[config.mk]
export PLATFORM = sky130hd
export DESIGN_NAME = wb_mem_loader_flat
export DESIGN_NICKNAME = d
export VERILOG_FILES = /design/src/rtl/wb_mem_loader_if.sv /design/src/rtl/wb_mem_loader.sv /design/src/flat_wrapper.sv
export SDC_FILE = /design/constraint.sdc
export NUM_CORES = 1
export LEC_CHECK = 0
export ABC_AREA = 1
export BUFFER_PORTS_ARGS = -buffer_cell sky130_fd_sc_hd__buf_2
export CAP_MARGIN = 20
export CORE_ASPECT_RATIO = 0.6
export CORE_MARGIN = 2
export CORE_UTILIZATION = 47
export CTS_BUF_LIST = sky130_fd_sc_hd__clkbuf_16
export CTS_CLUSTER_SIZE = 16
export DETAILED_ROUTE_END_ITERATION = 8
export PLACE_DENSITY_LB_ADDON = 0.2
export SLEW_MARGIN = 20
export SYNTH_ARGS = -nofsm -noshare
export SYNTH_HDL_FRONTEND = slang
export SYNTH_SLANG_ARGS = --single-unit
[constraint.sdc]
create_clock -name wb_clk_i -period 3.3 [get_ports wb_clk_i]
set_clock_uncertainty 0.15 [all_clocks]
set_input_delay 0.99 -clock wb_clk_i [delete_from_list [all_inputs] [get_ports wb_clk_i]]
set_output_delay 0.99 -clock wb_clk_i [all_outputs]
set_load 0.03 [all_outputs]
[src/rtl/wb_mem_loader_if.sv]
// rtl/wb_mem_loader_if.sv - Wishbone slave bus bundle for the program-memory loader
interface wb_mem_loader_if;
  logic        wbs_stb_i;
  logic        wbs_cyc_i;
  logic        wbs_we_i;
  logic [3:0]  wbs_sel_i;
  logic [31:0] wbs_dat_i;
  logic [31:0] wbs_adr_i;
  logic        wbs_ack_o;
  logic [31:0] wbs_dat_o;

  modport slave (
    input  wbs_stb_i, wbs_cyc_i, wbs_we_i, wbs_sel_i, wbs_dat_i, wbs_adr_i,
    output wbs_ack_o, wbs_dat_o
  );

  modport master (
    output wbs_stb_i, wbs_cyc_i, wbs_we_i, wbs_sel_i, wbs_dat_i, wbs_adr_i,
    input  wbs_ack_o, wbs_dat_o
  );
endinterface

[src/rtl/wb_mem_loader.sv]
// rtl/wb_mem_loader.sv - Wishbone loader for the 4x1024x16 program memory with CPU hold
// Optional write checksum register enabled by LOADER_CKSUM_EN.
module wb_mem_loader #(
  parameter logic [31:0] BASE_ADDR    = 32'h3000_0000,
  parameter int          READ_LATENCY = 1
) (
  input  logic        wb_clk_i,
  input  logic        wb_rst_n,
  wb_mem_loader_if.slave bus,
  input  logic [15:0] mem_data_i,
  output logic [15:0] mem_data_o,
  output logic [11:0] mem_addr_o,
  output logic        mem_rw_o,
  output logic        mem_en_o,
  output logic        cpu_hold_o
);

  typedef enum logic [1:0] {IDLE, ISSUE, WAIT, ACK} state_t;

  localparam logic [1:0] LAST_WAIT = 2'(READ_LATENCY - 1);

  state_t     state;
  logic       hold;
  logic       err;
  logic [1:0] wait_cnt;

  logic selected, req, is_mem, is_ctrl, mem_ok;
  logic unused_bits;

  assign selected = bus.wbs_adr_i[31:15] == BASE_ADDR[31:15];
  assign req      = bus.wbs_stb_i & bus.wbs_cyc_i & selected;
  assign is_mem   = ~bus.wbs_adr_i[14];
  assign is_ctrl  = bus.wbs_adr_i[14] && (bus.wbs_adr_i[13:2] == 12'd0);
  // Only full 16-bit writes are legal; partial selects are flagged instead of issued.
  assign mem_ok   = hold && !(bus.wbs_we_i && (bus.wbs_sel_i[1:0] != 2'b11));

  assign cpu_hold_o  = hold;
  assign unused_bits = &{1'b0, bus.wbs_sel_i[3:2], bus.wbs_dat_i[31:16], bus.wbs_adr_i[1:0]};

`ifdef LOADER_CKSUM_EN
  logic [15:0] cksum;
  logic        is_cksum;
  assign is_cksum = bus.wbs_adr_i[14] && (bus.wbs_adr_i[13:2] == 12'd1);
`endif

  always_ff @(posedge wb_clk_i) begin
    if (!wb_rst_n) begin
      state         <= IDLE;
      hold          <= 1'b0;
      err           <= 1'b0;
      wait_cnt      <= 2'd0;
      mem_data_o    <= 16'd0;
      mem_addr_o    <= 12'd0;
      mem_rw_o      <= 1'b0;
      mem_en_o      <= 1'b0;
      bus.wbs_ack_o <= 1'b0;
      bus.wbs_dat_o <= 32'd0;
`ifdef LOADER_CKSUM_EN
      cksum         <= 16'd0;
`endif
    end else begin
      case (state)
        IDLE: begin
          if (req) begin
            if (is_mem) begin
              if (mem_ok) begin
                mem_addr_o <= bus.wbs_adr_i[13:2];
                mem_data_o <= bus.wbs_dat_i[15:0];
                mem_rw_o   <= bus.wbs_we_i;
                mem_en_o   <= 1'b1;
                state      <= ISSUE;
              end else begin
                err           <= 1'b1;
                bus.wbs_ack_o <= 1'b1;
                state         <= ACK;
                if (!bus.wbs_we_i) bus.wbs_dat_o <= 32'd0;
              end
            end else begin
              bus.wbs_ack_o <= 1'b1;
              state         <= ACK;
              if (bus.wbs_we_i) begin
                if (is_ctrl) begin
                  hold <= bus.wbs_dat_i[0];
                  if (bus.wbs_dat_i[1]) err <= 1'b0;
                end
`ifdef LOADER_CKSUM_EN
                if (is_cksum) cksum <= 16'd0;
`endif
              end else begin
                bus.wbs_dat_o <= is_ctrl ? {30'd0, err, hold} : 32'd0;
`ifdef LOADER_CKSUM_EN
                if (is_cksum) bus.wbs_dat_o <= {16'd0, cksum};
`endif
              end
            end
          end
        end
        ISSUE: begin
          mem_en_o <= 1'b0;
          wait_cnt <= 2'd0;
          if (mem_rw_o) begin
            bus.wbs_ack_o <= 1'b1;
            state         <= ACK;
`ifdef LOADER_CKSUM_EN
            cksum         <= cksum + mem_data_o;
`endif
          end else begin
            state <= WAIT;
          end
        end
        WAIT: begin
          // Bank data is valid READ_LATENCY cycles after the enable cycle.
          if (wait_cnt == LAST_WAIT) begin
            bus.wbs_dat_o <= {16'd0, mem_data_i};
            bus.wbs_ack_o <= 1'b1;
            state         <= ACK;
          end else begin
            wait_cnt <= wait_cnt + 2'd1;
          end
        end
        ACK: begin
          bus.wbs_ack_o <= 1'b0;
          state         <= IDLE;
        end
        default: state <= IDLE;
      endcase
    end
  end

endmodule

[src/flat_wrapper.sv]
// flat-port wrapper written by rule: the top's interface ports become plain ports
module wb_mem_loader_flat 
#(
  parameter logic [31:0] BASE_ADDR    = 32'h3000_0000,
  parameter int          READ_LATENCY = 1
)
  (wb_clk_i, wb_rst_n, mem_data_i, mem_data_o, mem_addr_o, mem_rw_o, mem_en_o, cpu_hold_o, bus_wbs_stb_i, bus_wbs_cyc_i, bus_wbs_we_i, bus_wbs_sel_i, bus_wbs_dat_i, bus_wbs_adr_i, bus_wbs_ack_o, bus_wbs_dat_o);
  wb_mem_loader_if bus_i ();
  input  logic wb_clk_i;
  input  logic wb_rst_n;
  input  logic [15:0] mem_data_i;
  output logic [15:0] mem_data_o;
  output logic [11:0] mem_addr_o;
  output logic mem_rw_o;
  output logic mem_en_o;
  output logic cpu_hold_o;
  input wire logic [$bits(bus_i.wbs_stb_i)-1:0] bus_wbs_stb_i;
  input wire logic [$bits(bus_i.wbs_cyc_i)-1:0] bus_wbs_cyc_i;
  input wire logic [$bits(bus_i.wbs_we_i)-1:0] bus_wbs_we_i;
  input wire logic [$bits(bus_i.wbs_sel_i)-1:0] bus_wbs_sel_i;
  input wire logic [$bits(bus_i.wbs_dat_i)-1:0] bus_wbs_dat_i;
  input wire logic [$bits(bus_i.wbs_adr_i)-1:0] bus_wbs_adr_i;
  output wire logic [$bits(bus_i.wbs_ack_o)-1:0] bus_wbs_ack_o;
  output wire logic [$bits(bus_i.wbs_dat_o)-1:0] bus_wbs_dat_o;
  assign bus_i.wbs_stb_i = bus_wbs_stb_i;
  assign bus_i.wbs_cyc_i = bus_wbs_cyc_i;
  assign bus_i.wbs_we_i = bus_wbs_we_i;
  assign bus_i.wbs_sel_i = bus_wbs_sel_i;
  assign bus_i.wbs_dat_i = bus_wbs_dat_i;
  assign bus_i.wbs_adr_i = bus_wbs_adr_i;
  assign bus_wbs_ack_o = bus_i.wbs_ack_o;
  assign bus_wbs_dat_o = bus_i.wbs_dat_o;
  wb_mem_loader #(.BASE_ADDR(BASE_ADDR), .READ_LATENCY(READ_LATENCY)) u_core (.wb_clk_i(wb_clk_i), .wb_rst_n(wb_rst_n), .bus(bus_i), .mem_data_i(mem_data_i), .mem_data_o(mem_data_o), .mem_addr_o(mem_addr_o), .mem_rw_o(mem_rw_o), .mem_en_o(mem_en_o), .cpu_hold_o(cpu_hold_o));
endmodule
Word-level counts from Yosys, hierarchy flattened
Index checks and enable logic that the tools add are counted.
- add/subtract/negate cells: 1
- equal/unequal tests: 18
- mux-type cells: 30
- bitwise operators: 3
- reduce and logical (&&, ||, !) cells: 18
- operator list (kind ; count):
    $mux 32 ; 6
    $pmux 32 s2 ; 1
    $eq 17x15->1 const B ; 1
    $mux 1 ; 13
    $logic_not 12->1 ; 1
    $mux 2 ; 6
    $ne 2x2->1 const B ; 6
    $reduce_and 4->1 ; 3
    $reduce_and 6->1 ; 2
    $ne 2x1->1 const B ; 5
    $pmux 2 s4 ; 1
    $ne 3x3->1 const B ; 2
    $reduce_bool 2->1 ; 3
    $reduce_and 5->1 ; 1
    $eq 2x2->1 const B ; 2
    $logic_not 2->1 ; 2
    $pmux 1 s4 ; 1
    $pmux 2 s2 ; 1
    $reduce_and 2->1 ; 2
    $logic_and 1x1->1 ; 3
    $ne 3x2->1 const B ; 1
    $add 2x1->2 const B ; 1
    $and 1x1->1 ; 2
    $eq 2x1->1 const B ; 1
    3 further kinds ; 3
- register bits: 69
- input bits: 89
- output and inout port bits: 64
- logic and storage cells: 80

Longest topological paths before layout
- depth in word-level cells: 8
- gate-level depth with buffers: 13
- gate-level depth less buffers: 11

Least setup slack after synthesis
Ideal clock, no wire load.
- path kind: input -> register
- start point: input bus_wbs_adr_i[18]
- end point: register u_core.mem_data_o[2]
- library setup time: 116 ps
- arrival: 1880 ps
- slack: 1154 ps
- cell stages on the path: 9
- cells stage by stage: nor2_1 nand2_1 nor2_2 nand3_2 nor2_4 inv_2 buf_6 o21ai_0 nor2_1
- cells in the longest elaborated chain, start to end: 3
- ends and longest elaborated chain (element ; RTL line ; source):
    start: declaration ; flat_wrapper.sv:22 ; input wire logic [$bits(bus_i.wbs_adr_i)-1:0] bus_wbs_adr_i;
    $eq 17x15->1 ; wb_mem_loader.sv:30 ; assign selected = bus.wbs_adr_i[31:15] == BASE_ADDR[31:15];
    $and 1x1->1 ; wb_mem_loader.sv:31 ; assign req = bus.wbs_stb_i & bus.wbs_cyc_i & selected;
    $reduce_and 4->1 (no line) ; n/a ;
    end signal: assignment ; wb_mem_loader.sv:68 ; mem_data_o <= bus.wbs_dat_i[15:0];
    end: declaration ; wb_mem_loader.sv:11 ; output logic [15:0] mem_data_o,
Every way passes these cells.
A chain may end at the register's enable or synchronous reset.

Worst setup path in the final report
- start point: register u_core.state[0]
- end point: register u_core.bus.wbs_dat_o[12]
- cells in the longest elaborated chain, start to end: 3
- elaborated cells on any way between the ends: 10
- ends and longest elaborated chain (element ; RTL line ; source):
    start: declaration ; wb_mem_loader.sv:22 ; state_t state;
    start signal: assignment ; wb_mem_loader.sv:48 ; state <= IDLE;
    start signal: assignment ; wb_mem_loader.sv:71 ; state <= ISSUE;
    start signal: assignment ; wb_mem_loader.sv:75 ; state <= ACK;
    $eq 2x2->1 / $logic_not 2->1 (equally long branches) ; wb_mem_loader.sv:62 ; case (state)
    $ne 2x1->1 (no line), or another cell as far along ; n/a ;
    $reduce_and 6->1 (no line) ; n/a ;
    end signal: assignment ; wb_mem_loader.sv:90 ; bus.wbs_dat_o <= is_ctrl ? {30'd0, err, hold} : 32'd0;
    end signal: assignment ; wb_mem_loader.sv:114 ; bus.wbs_dat_o <= {16'd0, mem_data_i};
    end: declaration ; wb_mem_loader_if.sv:14 ; output wbs_ack_o, wbs_dat_o
Parallel ways exist; a longest one is shown, timed or not.

==> impl_metrics.xml <==
<?xml version="1.0" encoding="UTF-8"?>
<metrics>
  <group name="route">
    <metric name="ant_nets" unit="">0</metric>
    <metric name="drt-total-wl" unit="um">6310</metric>
    <metric name="iter_0_drt_violations" unit="">98</metric>
    <metric name="routed_via_density" unit="">4.74</metric>
    <metric name="routedWlPerCell" unit="um">11.4</metric>
    <metric name="first_pass_iters" unit="">4</metric>
    <metric name="post-route-drc-count" unit="">0</metric>
    <metric name="dr_total_vias" unit="">2617</metric>
  </group>
  <group name="critical_path">
    <metric name="worst_path_dominant_cell_family" unit="">simple AND/OR/NAND/NOR gates</metric>
    <metric name="timing.critical_path.cells" unit="">inv_1 &gt; ha_1 &gt; inv_4 &gt; nor2_4 &gt; inv_4 &gt; nand2_1 &gt; nor2_2 &gt; buf_4 &gt; nand3_1 &gt; nand2_1 &gt; nor2_1</metric>
    <metric name="worstReg2RegStart" unit="">u_core.state[0]$_SDFFE_PN0P_</metric>
    <metric name="worst_path_slowest_cell" unit="">sky130_fd_sc_hd__ha_1</metric>
    <metric name="critical_path.reg2reg.endpoint" unit="">u_core.bus.wbs_dat_o[12]$_SDFFE_PN0P_</metric>
    <metric name="worst_ep_required_time" unit="ns">3.34</metric>
    <metric name="r2r.worst_path.cells" unit="">11</metric>
    <metric name="rrSetupSlack" unit="ns">0.83</metric>
    <metric name="crit_fanout" unit="">18</metric>
    <metric name="critical_path_class" unit="">flip-flop to flip-flop</metric>
    <metric name="worstPathArrival" unit="ns">2.51</metric>
    <metric name="slowest_delay" unit="ns">0.45</metric>
    <metric name="start_kind" unit="">flip-flop</metric>
    <metric name="worstPathBufferInverterCount" unit="">4</metric>
    <metric name="crit_path_end_kind" unit="">flip-flop</metric>
  </group>
  <group name="grt">
    <metric name="grt_start_max_net_pins" unit="">29</metric>
    <metric name="grt_first_pass_wirelength" unit="um">10200</metric>
    <metric name="antenna_found_initial" unit="">0</metric>
    <metric name="grt-ovfl-total" unit="">0</metric>
    <metric name="grt_usage" unit="">0.208</metric>
    <metric name="grt_pass1_vias" unit="">2269</metric>
  </group>
  <group name="timing">
    <metric name="grt_setup_unrepaired" unit="">false</metric>
    <metric name="finalSetupViolations" unit="">0</metric>
    <metric name="timing.final.crit_period" unit="ns">2.47</metric>
    <metric name="hold_slack" unit="ns">0.325</metric>
    <metric name="slew_violations" unit="">0</metric>
    <metric name="maxClockFrequency" unit="GHz">0.405</metric>
    <metric name="worst_slew_margin_rel" unit="">0.551</metric>
    <metric name="hold_viol_final" unit="">0</metric>
    <metric name="totalNegativeSetupSlack" unit="ns">0</metric>
    <metric name="fin_crit_sh" unit="">0.749</metric>
    <metric name="worst_slew_pin_slew" unit="ns">0.673</metric>
  </group>
  <group name="hold_path">
    <metric name="timing.hold.worst.class" unit="">flip-flop to flip-flop</metric>
    <metric name="min_delay_path_depth" unit="">2</metric>
    <metric name="min_from" unit="">u_core.err$_SDFFE_PN0P_</metric>
    <metric name="holdPathEnd" unit="">u_core.err$_SDFFE_PN0P_</metric>
  </group>
  <group name="power">
    <metric name="power.sequential.fraction" unit="">0.339</metric>
    <metric name="total_leakage_power" unit="nW">1.68</metric>
    <metric name="power.share.combinational" unit="">0.449</metric>
    <metric name="power.share.switching" unit="">0.424</metric>
    <metric name="net-switching-power" unit="mW">1.01</metric>
    <metric name="power.density" unit="nW/um2">730</metric>
    <metric name="internal_power" unit="mW">1.38</metric>
    <metric name="irDropWorstVdd" unit="V">0.000299</metric>
    <metric name="clock_power_share" unit="">0.212</metric>
  </group>
  <group name="clock_tree">
    <metric name="cts.htree.levels" unit="">2</metric>
    <metric name="clock_sink_count" unit="">53</metric>
    <metric name="cts.hold.buffers_added" unit="">0</metric>
    <metric name="clk_transition_reported_paths" unit="ns">0.07</metric>
    <metric name="cts-buffers-inserted" unit="">5</metric>
    <metric name="clockRootBuffer" unit="">sky130_fd_sc_hd__clkbuf_16</metric>
    <metric name="postCtsResizedCells" unit="">0</metric>
    <metric name="latest_clock_arrival_within_the_worst_skew_pair" unit="ns">0.29</metric>
    <metric name="post_cts.repair.setup_buffers" unit="">0</metric>
    <metric name="tritoncts" unit="">built</metric>
    <metric name="clockBufferDepth" unit="">2</metric>
  </group>
  <group name="floorplan">
    <metric name="die-width" unit="um">100</metric>
    <metric name="floorplan.die.height" unit="um">61.8</metric>
    <metric name="core-area" unit="um2">5200</metric>
    <metric name="rows" unit="">20</metric>
    <metric name="start_util" unit="">0.502</metric>
    <metric name="dieArea" unit="um2">6200</metric>
    <metric name="ioPinCount" unit="">153</metric>
  </group>
  <group name="cells_and_area">
    <metric name="n_fill_cell" unit="">527</metric>
    <metric name="layout-drive-gt1-share" unit="">0.284</metric>
    <metric name="fin_util" unit="">0.628</metric>
    <metric name="ant_diodes" unit="">0</metric>
    <metric name="fin_nets" unit="">580</metric>
    <metric name="most-common-layout-cells" unit="">116 x sky130_fd_sc_hd__buf_2, 86 x sky130_fd_sc_hd__nor2_1, 67 x sky130_fd_sc_hd__nand2_1</metric>
    <metric name="mostFrequentLayoutCell" unit="">sky130_fd_sc_hd__buf_2</metric>
    <metric name="syn_to_final_growth" unit="%">25.1</metric>
  </group>
  <group name="status">
    <metric name="status" unit="">completed</metric>
  </group>
  <group name="placed_design">
    <metric name="detailedPlacementHpwl" unit="um">4840</metric>
    <metric name="gp_congestion" unit="">0.809</metric>
    <metric name="place.port_buffers" unit="">116</metric>
  </group>
  <group name="synthesis">
    <metric name="postSynthAreaPerCell" unit="um2">6.95</metric>
    <metric name="mappedNetlistArea" unit="um2">2620</metric>
    <metric name="synthDistinctLibCells" unit="">26</metric>
    <metric name="synth_warnings" unit="">0</metric>
    <metric name="ys_seq_area_frac" unit="">0.406</metric>
    <metric name="syn_inst" unit="">376</metric>
    <metric name="synth.ff_latch_count" unit="">53</metric>
  </group>
  <group name="run">
    <metric name="max-cap-violations" unit="">0</metric>
  </group>
</metrics>
-- state kept, by name, summed over array words and instances (netlist names) --
name and flops:
u_core.bus.wbs_ack_o 1, u_core.mem_addr_o 12, u_core.mem_en_o 1, u_core.mem_rw_o 1, u_core.bus.wbs_dat_o 16, u_core.mem_data_o 16, u_core.err 1, u_core.wait_cnt 2
u_core.state 2, u_core.cpu_hold_o 1
-- worst min-delay path, delay by kind of cell (launching register included) --
kind / cells / cell delay [ns]
compound gates: 1 / 0.05
simple gates: 1 / 0.07
flops: 1 / 0.31
-- routing by layer --
| metal | part of all wire | GRT usage |
|---|---|---|
| met1 | 0.46 | 0.269 |
| met2 | 0.47 | 0.360 |
| met3 | 0.065 | 0.0470 |
| met4 | 0.010 | 0.0587 |
| met5 | 0 | 0 |
-- through the flow --
step | instances | total power [mW] | cell area [um2] | setup slack [ns]
6_report | 552 | 2.39 | 3270 | 0.829
5_1_grt | 552 | 2.56 | 3270 | 0.634
4_1_cts | 552 | 2.40 | 3270 | 0.823
3_5_place_dp | 544 | 1.90 | 3130 | 0.638
3_3_place_gp | 544 | 1.86 | 3130 | 0.675
2_1_floorplan | 391 | 1.68 | 2670 | 1.15
-- worst max path at each step --
stage,startpoint,slack [ns],to,cells past startpoint
3_3_place_gp,bus_wbs_adr_i[20],0.67,u_core.bus.wbs_dat_o[14]$_SDFFE_PN0P_,10
3_5_place_dp,bus_wbs_adr_i[18],0.64,u_core.bus.wbs_dat_o[14]$_SDFFE_PN0P_,10
5_1_grt,u_core.state[0]$_SDFFE_PN0P_,0.63,u_core.bus.wbs_dat_o[12]$_SDFFE_PN0P_,11
4_1_cts,u_core.state[0]$_SDFFE_PN0P_,0.82,u_core.bus.wbs_dat_o[12]$_SDFFE_PN0P_,11
6_report,u_core.state[0]$_SDFFE_PN0P_,0.83,u_core.bus.wbs_dat_o[12]$_SDFFE_PN0P_,11
2_1_floorplan,bus_wbs_adr_i[18],1.15,u_core.mem_data_o[2]$_SDFFE_PN0P_,9
-- synth_stat cells (all sizes together) --
cell type,n,area (um2)
nand4,3,25.0
a21oi,26,130
inv,31,121
clkbuf,6,22.5
nor2,90,358
ha,6,75.1
nor3b,1,7.51
a211oi,1,7.51
dfxtp,53,1060
mux2i,1,10.0
o21ai,32,160
nand2,68,258
buf,28,223
nand3,27,140
nand3b,1,7.51
nor3,1,5.00
conb,1,3.75
-- final cells by class --
cell class	instances	area [um2]	area share
clock buffer	5	125	0.0383
clock inverter	3	18.8	0.00574
multi-input combinational	273	1240	0.380
timing repair buffer	121	618	0.189
tap	66	82.6	0.0252
sequential	53	1060	0.324
inverter	31	121	0.0371
-- power groups by stage --
stage	Sequential, mW	Combinational (mW)	Clock (mW)
floorplan	1.00	0.678	0
global placement	0.816	1.04	0
detailed placement	0.822	1.07	0
CTS	0.809	1.08	0.510
global route	0.818	1.19	0.544
finish	0.809	1.07	0.506
-- cells by family (layout without fill, tap and decap cells) --
family	count (synthesis)	after routing	synth area share
fa+ha+maj	6	6	0.0287
compound gates	59	59	0.114
buf+inv	65	160	0.140
flops	53	53	0.406
other cells	1	16	0.00143
simple gates	191	191	0.306
mux	1	1	0.00383
No activity file was read; power rests on OpenSTA's default activity.
